==> config.mk <==
export PLATFORM = sky130hd
export DESIGN_NAME = uart_rx
export DESIGN_NICKNAME = d
export VERILOG_FILES = /design/src/rtl/uart_pkg.sv /design/src/rtl/uart_sync2.sv /design/src/rtl/uart_rx.sv
export SDC_FILE = /design/constraint.sdc
export NUM_CORES = 1
export LEC_CHECK = 0
export CORE_MARGIN = 10
export CORE_UTILIZATION = 49
export DETAILED_ROUTE_END_ITERATION = 10
export PLACE_DENSITY = 0.74
export RECOVER_POWER = 50
export SLEW_MARGIN = 20
export SYNTH_ARGS = -nofsm -noshare
export SYNTH_HDL_FRONTEND = slang
export SYNTH_SLANG_ARGS = --single-unit
==> constraint.sdc <==
create_clock -name clk -period 1.5 [get_ports clk]
set_input_delay 0.15 -clock clk [delete_from_list [all_inputs] [get_ports clk]]
set_output_delay 0.15 -clock clk [all_outputs]
set_load 0.02 [all_outputs]
==> src/rtl/uart_pkg.sv <==
// Shared UART definitions: receiver state encoding and the default frame
// settings that the transmitter and receiver agree on.
package uart_pkg;

    typedef enum logic [2:0] {
        IDLE,
        START,
        DATA,
        PARITY,
        STOP,
        BRK
    } rx_state_t;

    localparam int UART_DIV_DEFAULT = 16;
    localparam int UART_DATA_BITS   = 8;

endpackage

==> src/rtl/uart_sync2.sv <==
// Generic two-flop synchroniser for an asynchronous single-bit input.
// RST_VAL selects the value both flops take on reset, so an idle-high line
// does not look like an active edge as reset is released.
module uart_sync2 #(
    parameter logic RST_VAL = 1'b1
) (
    input  logic clk,
    input  logic rst,
    input  logic i_d,
    output logic o_q
);

    logic r_meta;
    logic r_sync;

    // Two-stage shift toward the clk domain.
    always_ff @(posedge clk) begin
        if (rst) begin
            r_meta <= RST_VAL;
            r_sync <= RST_VAL;
        end else begin
            r_meta <= i_d;
            r_sync <= r_meta;
        end
    end

    assign o_q = r_sync;

endmodule

==> src/rtl/uart_rx.sv <==
// UART receiver: synchronises rx, finds the start bit, samples each bit at
// mid-period, assembles LSB-first data and presents it on a valid/ready
// output register. Framing errors and overruns are single-cycle pulses.
// Optional even-parity checking is built when UART_RX_PARITY_EN is defined.
module uart_rx
    import uart_pkg::*;
#(
    parameter int DIV       = UART_DIV_DEFAULT,
    parameter int DATA_BITS = UART_DATA_BITS
) (
    input  logic                 clk,
    input  logic                 rst,
    input  logic                 rx,
    output logic [DATA_BITS-1:0] rx_data,
    output logic                 rx_valid,
    input  logic                 rx_ready,
    output logic                 frame_err,
    output logic                 overrun,
    output logic                 busy
`ifdef UART_RX_PARITY_EN
    ,
    output logic                 parity_err
`endif
);

    localparam int DIV_W = $clog2(DIV);
    localparam int CNT_W = $clog2(DATA_BITS + 1);
    localparam logic [DIV_W-1:0] HALF_LAST = DIV_W'(DIV / 2 - 1);
    localparam logic [DIV_W-1:0] BIT_LAST  = DIV_W'(DIV - 1);
    localparam logic [CNT_W-1:0] LAST_BIT  = CNT_W'(DATA_BITS - 1);

    logic                 w_rx_s;
    rx_state_t            r_state;
    rx_state_t            w_state_next;
    logic [DIV_W-1:0]     r_div;
    logic [CNT_W-1:0]     r_bit_cnt;
    logic [DATA_BITS-1:0] r_shift;
    logic                 r_rx_valid;
    logic [DATA_BITS-1:0] r_rx_data;
    logic                 r_frame_err;
    logic                 r_overrun;

    logic w_half;
    logic w_full;
    logic w_div_clear;
    logic w_shift_en;
    logic w_offer;
    logic w_stop_bad;
`ifdef UART_RX_PARITY_EN
    logic w_par_chk;
    logic r_parity_err;
`endif

    uart_sync2 #(.RST_VAL(1'b1)) u_sync (
        .clk (clk),
        .rst (rst),
        .i_d (rx),
        .o_q (w_rx_s)
    );

    assign w_half = (r_div == HALF_LAST);
    assign w_full = (r_div == BIT_LAST);

    // State register.
    always_ff @(posedge clk) begin
        if (rst) begin
            r_state <= IDLE;
        end else begin
            r_state <= w_state_next;
        end
    end

    // Next-state and per-cycle control strobes.
    always_comb begin
        w_state_next = r_state;
        w_div_clear  = 1'b0;
        w_shift_en   = 1'b0;
        w_offer      = 1'b0;
        w_stop_bad   = 1'b0;
`ifdef UART_RX_PARITY_EN
        w_par_chk    = 1'b0;
`endif
        case (r_state)
            IDLE: begin
                w_div_clear = 1'b1;
                if (!w_rx_s) begin
                    w_state_next = START;
                end
            end
            START: begin
                if (w_half) begin
                    w_div_clear  = 1'b1;
                    // A high mid-bit sample means the low was only a glitch.
                    w_state_next = w_rx_s ? IDLE : DATA;
                end
            end
            DATA: begin
                if (w_full) begin
                    w_div_clear = 1'b1;
                    w_shift_en  = 1'b1;
                    if (r_bit_cnt == LAST_BIT) begin
`ifdef UART_RX_PARITY_EN
                        w_state_next = PARITY;
`else
                        w_state_next = STOP;
`endif
                    end
                end
            end
            PARITY: begin
                if (w_full) begin
                    w_div_clear  = 1'b1;
`ifdef UART_RX_PARITY_EN
                    w_par_chk    = 1'b1;
`endif
                    w_state_next = STOP;
                end
            end
            STOP: begin
                if (w_full) begin
                    w_div_clear = 1'b1;
                    if (w_rx_s) begin
                        w_offer      = 1'b1;
                        w_state_next = IDLE;
                    end else begin
                        w_stop_bad   = 1'b1;
                        w_state_next = BRK;
                    end
                end
            end
            BRK: begin
                // Hold here until the line returns high so a long break
                // produces a single framing error.
                w_div_clear = 1'b1;
                if (w_rx_s) begin
                    w_state_next = IDLE;
                end
            end
            default: begin
                w_div_clear  = 1'b1;
                w_state_next = IDLE;
            end
        endcase
    end

    // Divider, bit counter and shift register; counters reload on every
    // state change so they never need to wrap.
    always_ff @(posedge clk) begin
        if (rst) begin
            r_div     <= '0;
            r_bit_cnt <= '0;
            r_shift   <= '0;
        end else begin
            r_div <= w_div_clear ? '0 : r_div + DIV_W'(1);
            if (w_state_next != r_state) begin
                r_bit_cnt <= '0;
            end else if (w_shift_en) begin
                r_bit_cnt <= r_bit_cnt + CNT_W'(1);
            end
            if (w_shift_en) begin
                r_shift <= {w_rx_s, r_shift[DATA_BITS-1:1]};
            end
        end
    end

    // Output register with valid/ready handshake and error pulses.
    always_ff @(posedge clk) begin
        if (rst) begin
            r_rx_data   <= '0;
            r_rx_valid  <= 1'b0;
            r_frame_err <= 1'b0;
            r_overrun   <= 1'b0;
        end else begin
            r_frame_err <= w_stop_bad;
            r_overrun   <= 1'b0;
            if (w_offer) begin
                if (!r_rx_valid || rx_ready) begin
                    r_rx_data  <= r_shift;
                    r_rx_valid <= 1'b1;
                end else begin
                    r_overrun <= 1'b1;
                end
            end else if (rx_ready) begin
                r_rx_valid <= 1'b0;
            end
        end
    end

`ifdef UART_RX_PARITY_EN
    // Even parity: data bits XOR parity bit must be zero.
    always_ff @(posedge clk) begin
        if (rst) begin
            r_parity_err <= 1'b0;
        end else begin
            r_parity_err <= w_par_chk & ((^r_shift) ^ w_rx_s);
        end
    end

    assign parity_err = r_parity_err;
`endif

    assign rx_data   = r_rx_data;
    assign rx_valid  = r_rx_valid;
    assign frame_err = r_frame_err;
    assign overrun   = r_overrun;
    assign busy      = (r_state != IDLE);

endmodule

==> results of run 1 <==
## power by group
part	internal (mW)	switching (mW)	total (mW)	leakage (nW)
logic	0.0348	0.0399	0.0747	0.410
registers	0.854	0.00569	0.860	0.262
clock network	0.229	0.285	0.514	0.0315
## cell usage in the layout (no fill, tap or decap), drive strengths merged, types with 3 or more instances in the layout
cell,Yosys,final
clkdlybuf4s50,0,12
mux2i,9,9
nor3,4,4
buf,5,15
o21ai,4,4
nand2,11,11
nand3,14,14
nor2,17,17
clkbuf,4,9
xor2,3,3
a21oi,16,16
dfxtp,32,32
## per-stage QoR
step | power (mW) | utilization (%) | setup slack (ps) | TNS [ps] | instance area, sq um
after floorplan | 0.920 | - | 73.6 | 0 | 1400
final | 1.45 | 63.6 | 69.1 | 0 | 1750
after CTS | 1.47 | 62.7 | 9.17 | 0 | 1730
after detailed placement | 0.953 | 59.9 | -38.0 | -133 | 1650
after global placement | 0.952 | 59.9 | 6.97 | 0 | 1650
after global routing | 1.51 | 63.6 | -11.6 | -14.2 | 1750
## state kept, by name (all words and copies together), names as in the netlist
signal         count
frame_err          1
overrun            1
r_bit_cnt          4
r_div              4
r_shift            8
r_state            3
rx_data            8
rx_valid           1
u_sync.o_q         1
u_sync.r_meta      1
## layer usage
layer	GRT usage, %	part of all wire [%]
met5	0	0
met4	4.76	1.6
met3	4.58	6.0
met2	17.6	45
met1	13.4	47
## final timing paths
kind,to,cells after the start,slack (ps)
max reg2reg,r_bit_cnt[1],5,90
min,u_sync.r_meta,2,400
min reg2reg,u_sync.o_q,1,430
max,rx_data[0],1,70
## final cells by class
cell class	count	share of cell area, %
Clock inverter	1	0.428
Timing Repair Buffer	30	14.1
Multi-Input combinational cell	108	42.6
Clock buffer	7	3.14
Tap cell	31	2.21
Inverter	2	0.428
Sequential cell	32	37.0
## logic make-up (layout without fill, tap and decap cells)
family | Yosys count | after routing
simple gates | 64 | 64
flops | 32 | 32
fa+ha+maj | 2 | 2
xor+xnor | 5 | 5
buf+inv | 11 | 40
compound gates | 27 | 27
mux | 10 | 10
## what timing repair did
| item | 4_1_cts | 5_1_grt |
|---|---|---|
| pin swaps | 0 | 2 |
| setup endpoints to repair | 11 | 20 |
| buffers inserted | 0 | 0 |
| hold buffers | 0 | 0 |
| resized for setup | 7 | 13 |
==> results by group, run 1 <==
Yosys
  • Post-synthesis cell type count: 40
  • Top cell type's share of synthesized area: about 46%
  • Ys Warns: 0
  • Largest family of logic cells by synthesized area: simple AND/OR/NAND/NOR gates
  • Synth Flop Type: dfxtp_1
  • Register bit total from synthesis: 32
  • Compound-Gate Fraction of Synth Area: 11.9%
  • Post-synthesis simple-gate area fraction: 26.1%
  • Synth async-reset ratio: 0%
  • Mapped Cells: 151
  • Adder-Cell Fraction of Synth Area: 1.78%
  • Synthesized area: about 1400 sq um
  • Top post-synthesis cells by count: dfxtp_1 (32), nor2_1 (17), a21oi_1 (15), nand3_1 (12), nand2_1 (10)
  • Post-synthesis mux area share: between 7 and 8%
  • Synthesized Nets: 157
  • Synth Area in XOR/XNOR: under 10%
  • Largest area contributor in the netlist: dfxtp_1
  • Sequential area share after synthesis: roughly 46%
  • Average cell area after synthesis: 9.30 sq um
  • Top-count cell post-synth: dfxtp_1
  • Post-synth EDFFs: 0
  • Top cells by area, synth: dfxtp_1 (46%), mux2i_1 (6.4%), a21oi_1 (5.3%)

Timing
  • Hold WS: 401 ps
  • Fmax: 0.699 GHz
  • Tmin final: 1430 ps
  • Final Max Slew Viols: 0
  • Post-Route Skew: 4.69 ps
  • Final hold violations: 0
  • Worst slew pin tran: 358 ps
  • RSZ-0062 raised after global routing: true
  • Fin crit share: between 90% and 100%
  • Final setup fails: 0
  • Worst slew margin: 76.1%

Worst setup path
  • Critical path fanouts, max: 2
  • CP Launch Point: rx_data[0]
  • Worst Path Required: 1350 ps
  • Critical Path Sink Type: output pin
  • Critical path type: reg2out
  • CP Buf/Inv Count: 1
  • Critical-path cell list: clkdlybuf4s50_1
  • Worst Setup Start Kind: flop
  • Worst Path Arrival: 1280 ps
  • CP top delay family: buffers and inverters
  • CP max stage cell: clkdlybuf4s50_1
  • CP peak stage delay: a little over 600 ps
  • Worst r2r src: r_div[0]

Drt
  • Detail Route Antenna Nets: 0
  • First-pass iteration count of the detailed router: 4
  • # DRC: 0
  • Iter 0 DRT Violations: 53
  • Vias/cell: 5.53
  • Post-Route WL: 2870 um
  • DR WL/cell: 13.6 um
  • Via count: approximately 1200

Die
  • Die Y: 73.5 um
  • Row Count: 19
  • Die W: 73.5 um
  • Initial Utilization: roughly half
  • Core outline area: 2760 sq um
  • IO Pins: 16
  • Area of the die: about 5400 sq um

Global routing
  • Number of global-route vias before repair: approximately 1100
  • Initial antenna violation count: 0
  • First-pass GRT wire length: 4950 um
  • Largest net degree at the start of global routing: 20
  • GRT Total Usage: between 10 and 15%
  • GRT overflow: 0

Placement
  • GP Congestion: 0.878
  • DP Wirelength: around 2100 um
  • Placed insts: 203
  • Port buffer count: 15

Flow run
  • Max Cap Viol: 0

Clock network
  • Number of clock sinks: 32
  • CTS tree: done
  • Worst-Skew Late Latency: approximately 320 ps
  • CTS root buf: clkbuf_4
  • CTS buffer count: 5
  • Clk pin slew, worst setup/hold paths: approximately 100 ps
  • Max clock buf depth: 2
  • H-tree depth: 2

Cells and area
  • Final #Nets: 185
  • Antenna cells: 0
  • P&R area growth vs syn: 24.9%
  • Fill count: 249
  • FF/Latch Area: 649 sq um
  • Share of cells above drive strength 1: around a quarter
  • Fin cells: 211
  • Multi-input gate area: 747 sq um

Power
  • Power density cells: 826 nW/um^2
  • Peak VDD IR: about 0.62 mV
  • Leak: 0.703 nW

Outcome
  • Status: complete, no violations

Min path
  • Min-delay src: rx
  • Min-Delay Path Class: in2reg
No activity file was read; power rests on OpenSTA's default activity.
==> run 2: changes to the inputs <==
--- a/config.mk
+++ b/config.mk
@@ -6,9 +6,9 @@
 export NUM_CORES = 1
 export LEC_CHECK = 0
 export CORE_MARGIN = 10
-export CORE_UTILIZATION = 49
+export CORE_UTILIZATION = 48
 export DETAILED_ROUTE_END_ITERATION = 10
-export PLACE_DENSITY = 0.74
+export PLACE_DENSITY = 0.73
 export RECOVER_POWER = 50
 export SLEW_MARGIN = 20
 export SYNTH_ARGS = -nofsm -noshare
==> run 2 against run 1 <==
Effect of this change:
- sequential share of layout area is 0.28 points higher
- combinational power is 2% lower
- largest cell class unchanged
- critical path depth increased by 4
- non-clock buffer count fell by 2
- clock-buffer cell count stayed put
- highest routed layer unchanged
- critical path type is now reg2reg
- critical endpoint is now r_bit_cnt[0]
==> results by group, run 2 (synthesized netlist as in run 1, its figures left out) <==
Outcome
  • Status: complete, no violations

Power
  • Net Switching: between 0.3 and 0.4 mW
  • Combinational power share: approximately 5%
  • Tot Pwr: 1.46 mW
  • Net Sw Frac: a little under a quarter
  • Power Internal: around 1.1 mW
  • Reg power frac: between 50% and 60%
  • Peak VDD IR: 0.729 mV
  • Leak: 0.704 nW
  • Power density cells: 842 nW/um^2
  • Clock network fraction of design power: 35.9%

Worst setup path
  • Critical Path Sink Type: flop
  • Worst Setup Start Kind: flop
  • R2R cell count: 5
  • CP top delay family: compound AO/OA/AOI/OAI gates
  • Critical path type: reg2reg
  • Critical path fanouts, max: 7
  • CP Buf/Inv Count: 0
  • Worst Path Required: ~1700 ps
  • CP Launch Point: r_div[0]
  • Stages on the worst setup path: 5
  • Worst Path Arrival: 1680 ps
  • R2r setup slk: roughly 31 ps
  • Critical-path cell list: ha_4, nand3b_1, a211o_1, a21oi_4, nor3_1
  • CP max stage cell: a211o_1
  • RR Endpoint: r_bit_cnt[0]
  • Worst r2r src: r_div[0]
  • CP peak stage delay: 370 ps

Drt
  • First-pass iteration count of the detailed router: 6
  • Vias/cell: 5.78
  • Post-Route WL: 3230 um
  • Iter 0 DRT Violations: 90
  • Via count: 1208
  • # DRC: 0
  • Detail Route Antenna Nets: 0
  • DR WL/cell: around 15 um

Clock network
  • CTS buffer count: 5
  • H-tree depth: 2
  • Clk pin slew, worst setup/hold paths: approximately 90 ps
  • Post-CTS Hold Buffers: 0
  • Number of clock sinks: 32
  • Worst-Skew Late Latency: 330 ps
  • Max clock buf depth: 2
  • CTS tree: done
  • CTS root buf: clkbuf_4

Timing
  • Final setup fails: 0
  • Final Max Slew Viols: 0
  • RSZ-0062 raised after global routing: true
  • Post-route setup slack: 31.2 ps
  • Setup TNS: 0 ps
  • Worst slew margin: 75.9%
  • Hold WS: 380 ps
  • Tmin final: around 1500 ps
  • Final hold violations: 0
  • Fin crit share: approximately 100%
  • Worst slew pin tran: 360 ps
  • Fmax: 0.681 GHz
  • Post-Route Skew: 10.8 ps

Placement
  • Placed insts: 201
  • DP Wirelength: 2260 um
  • Dpl cell area: 1640 sq um
  • Port buffer count: 15
  • Setup WS pre-CTS: -91.8 ps
  • GP Congestion: 0.892

Cells and area
  • Most frequent cells in the layout: dfxtp_1 (27), nor2_1 (16), a21oi_1 (15)
  • Antenna cells: 0
  • Fill count: 240
  • Most common cell after layout, fill and taps aside: dfxtp_1
  • Final #Nets: 183
  • Fin cells: 209
  • Final core occ: 62.3%
  • Final instance area: 1730 sq um
  • P&R area growth vs syn: 23.4%
  • Share of cells above drive strength 1: 24.7%

Die
  • IO Pins: 16
  • Core outline area: 2780 sq um
  • Die Y: 74.1 um
  • Area of the die: 5490 sq um
  • Die W: 74.1 um
  • Initial Utilization: 50.5%
  • Row Count: 19

Min path
  • WHS Path Cells: 2
  • Min-delay src: rx
  • Min-Delay Path Class: in2reg
  • Hold endpoint: u_sync.r_meta

Global routing
  • GRT overflow: 0
  • GRT Total Usage: 12.1%
  • Number of global-route vias before repair: 1101
  • Largest net degree at the start of global routing: 14
  • First-pass GRT wire length: around 5200 um
  • Initial antenna violation count: 0

Flow run
  • Max Cap Viol: 0
run 2: cell type report:
class	instances	area (sq um)	area share [%]
Clock inverter	1	7.51	0.433
Sequential cell	32	647	37.3
Clock buffer	7	55.1	3.18
Multi-Input combinational cell	108	741	42.7
Timing Repair Buffer	28	236	13.6
Tap cell	31	38.8	2.24
Inverter	2	7.51	0.433
run 2: worst max path at each step:
stage                         endpoint  slack (ps)
after global placement    r_bit_cnt[0]          40
after detailed placement    r_state[1]         -90
after CTS                 r_bit_cnt[0]           1
after floorplan           r_bit_cnt[0]          70
final                     r_bit_cnt[0]          30
after global routing        r_state[1]          -2
run 2: power groups by stage:
stage	sequential, mW	combinational, mW	clock, mW
floorplan	0.877	0.0434	0
global placement	0.879	0.0697	0
CTS	0.859	0.0729	0.536
detailed placement	0.879	0.0712	0
finish	0.861	0.0733	0.524
global route	0.862	0.0801	0.562
run 2: repair_timing:
item,in CTS,in global routing
resized for setup,7,12
setup buffers,0,0
pin swaps,1,3
cloned,0,0
setup endpoints to repair,8,20
run 2: per-layer routing:
layer  global-route usage [%]  up-vias  part of all wire, %
met3                     5.32       10                  9.6
met5                        0        -                    0
li1                         -      581                    -
met4                     6.83        0                  2.9
met1                     14.1      558                   41
met2                     18.2       59                   47
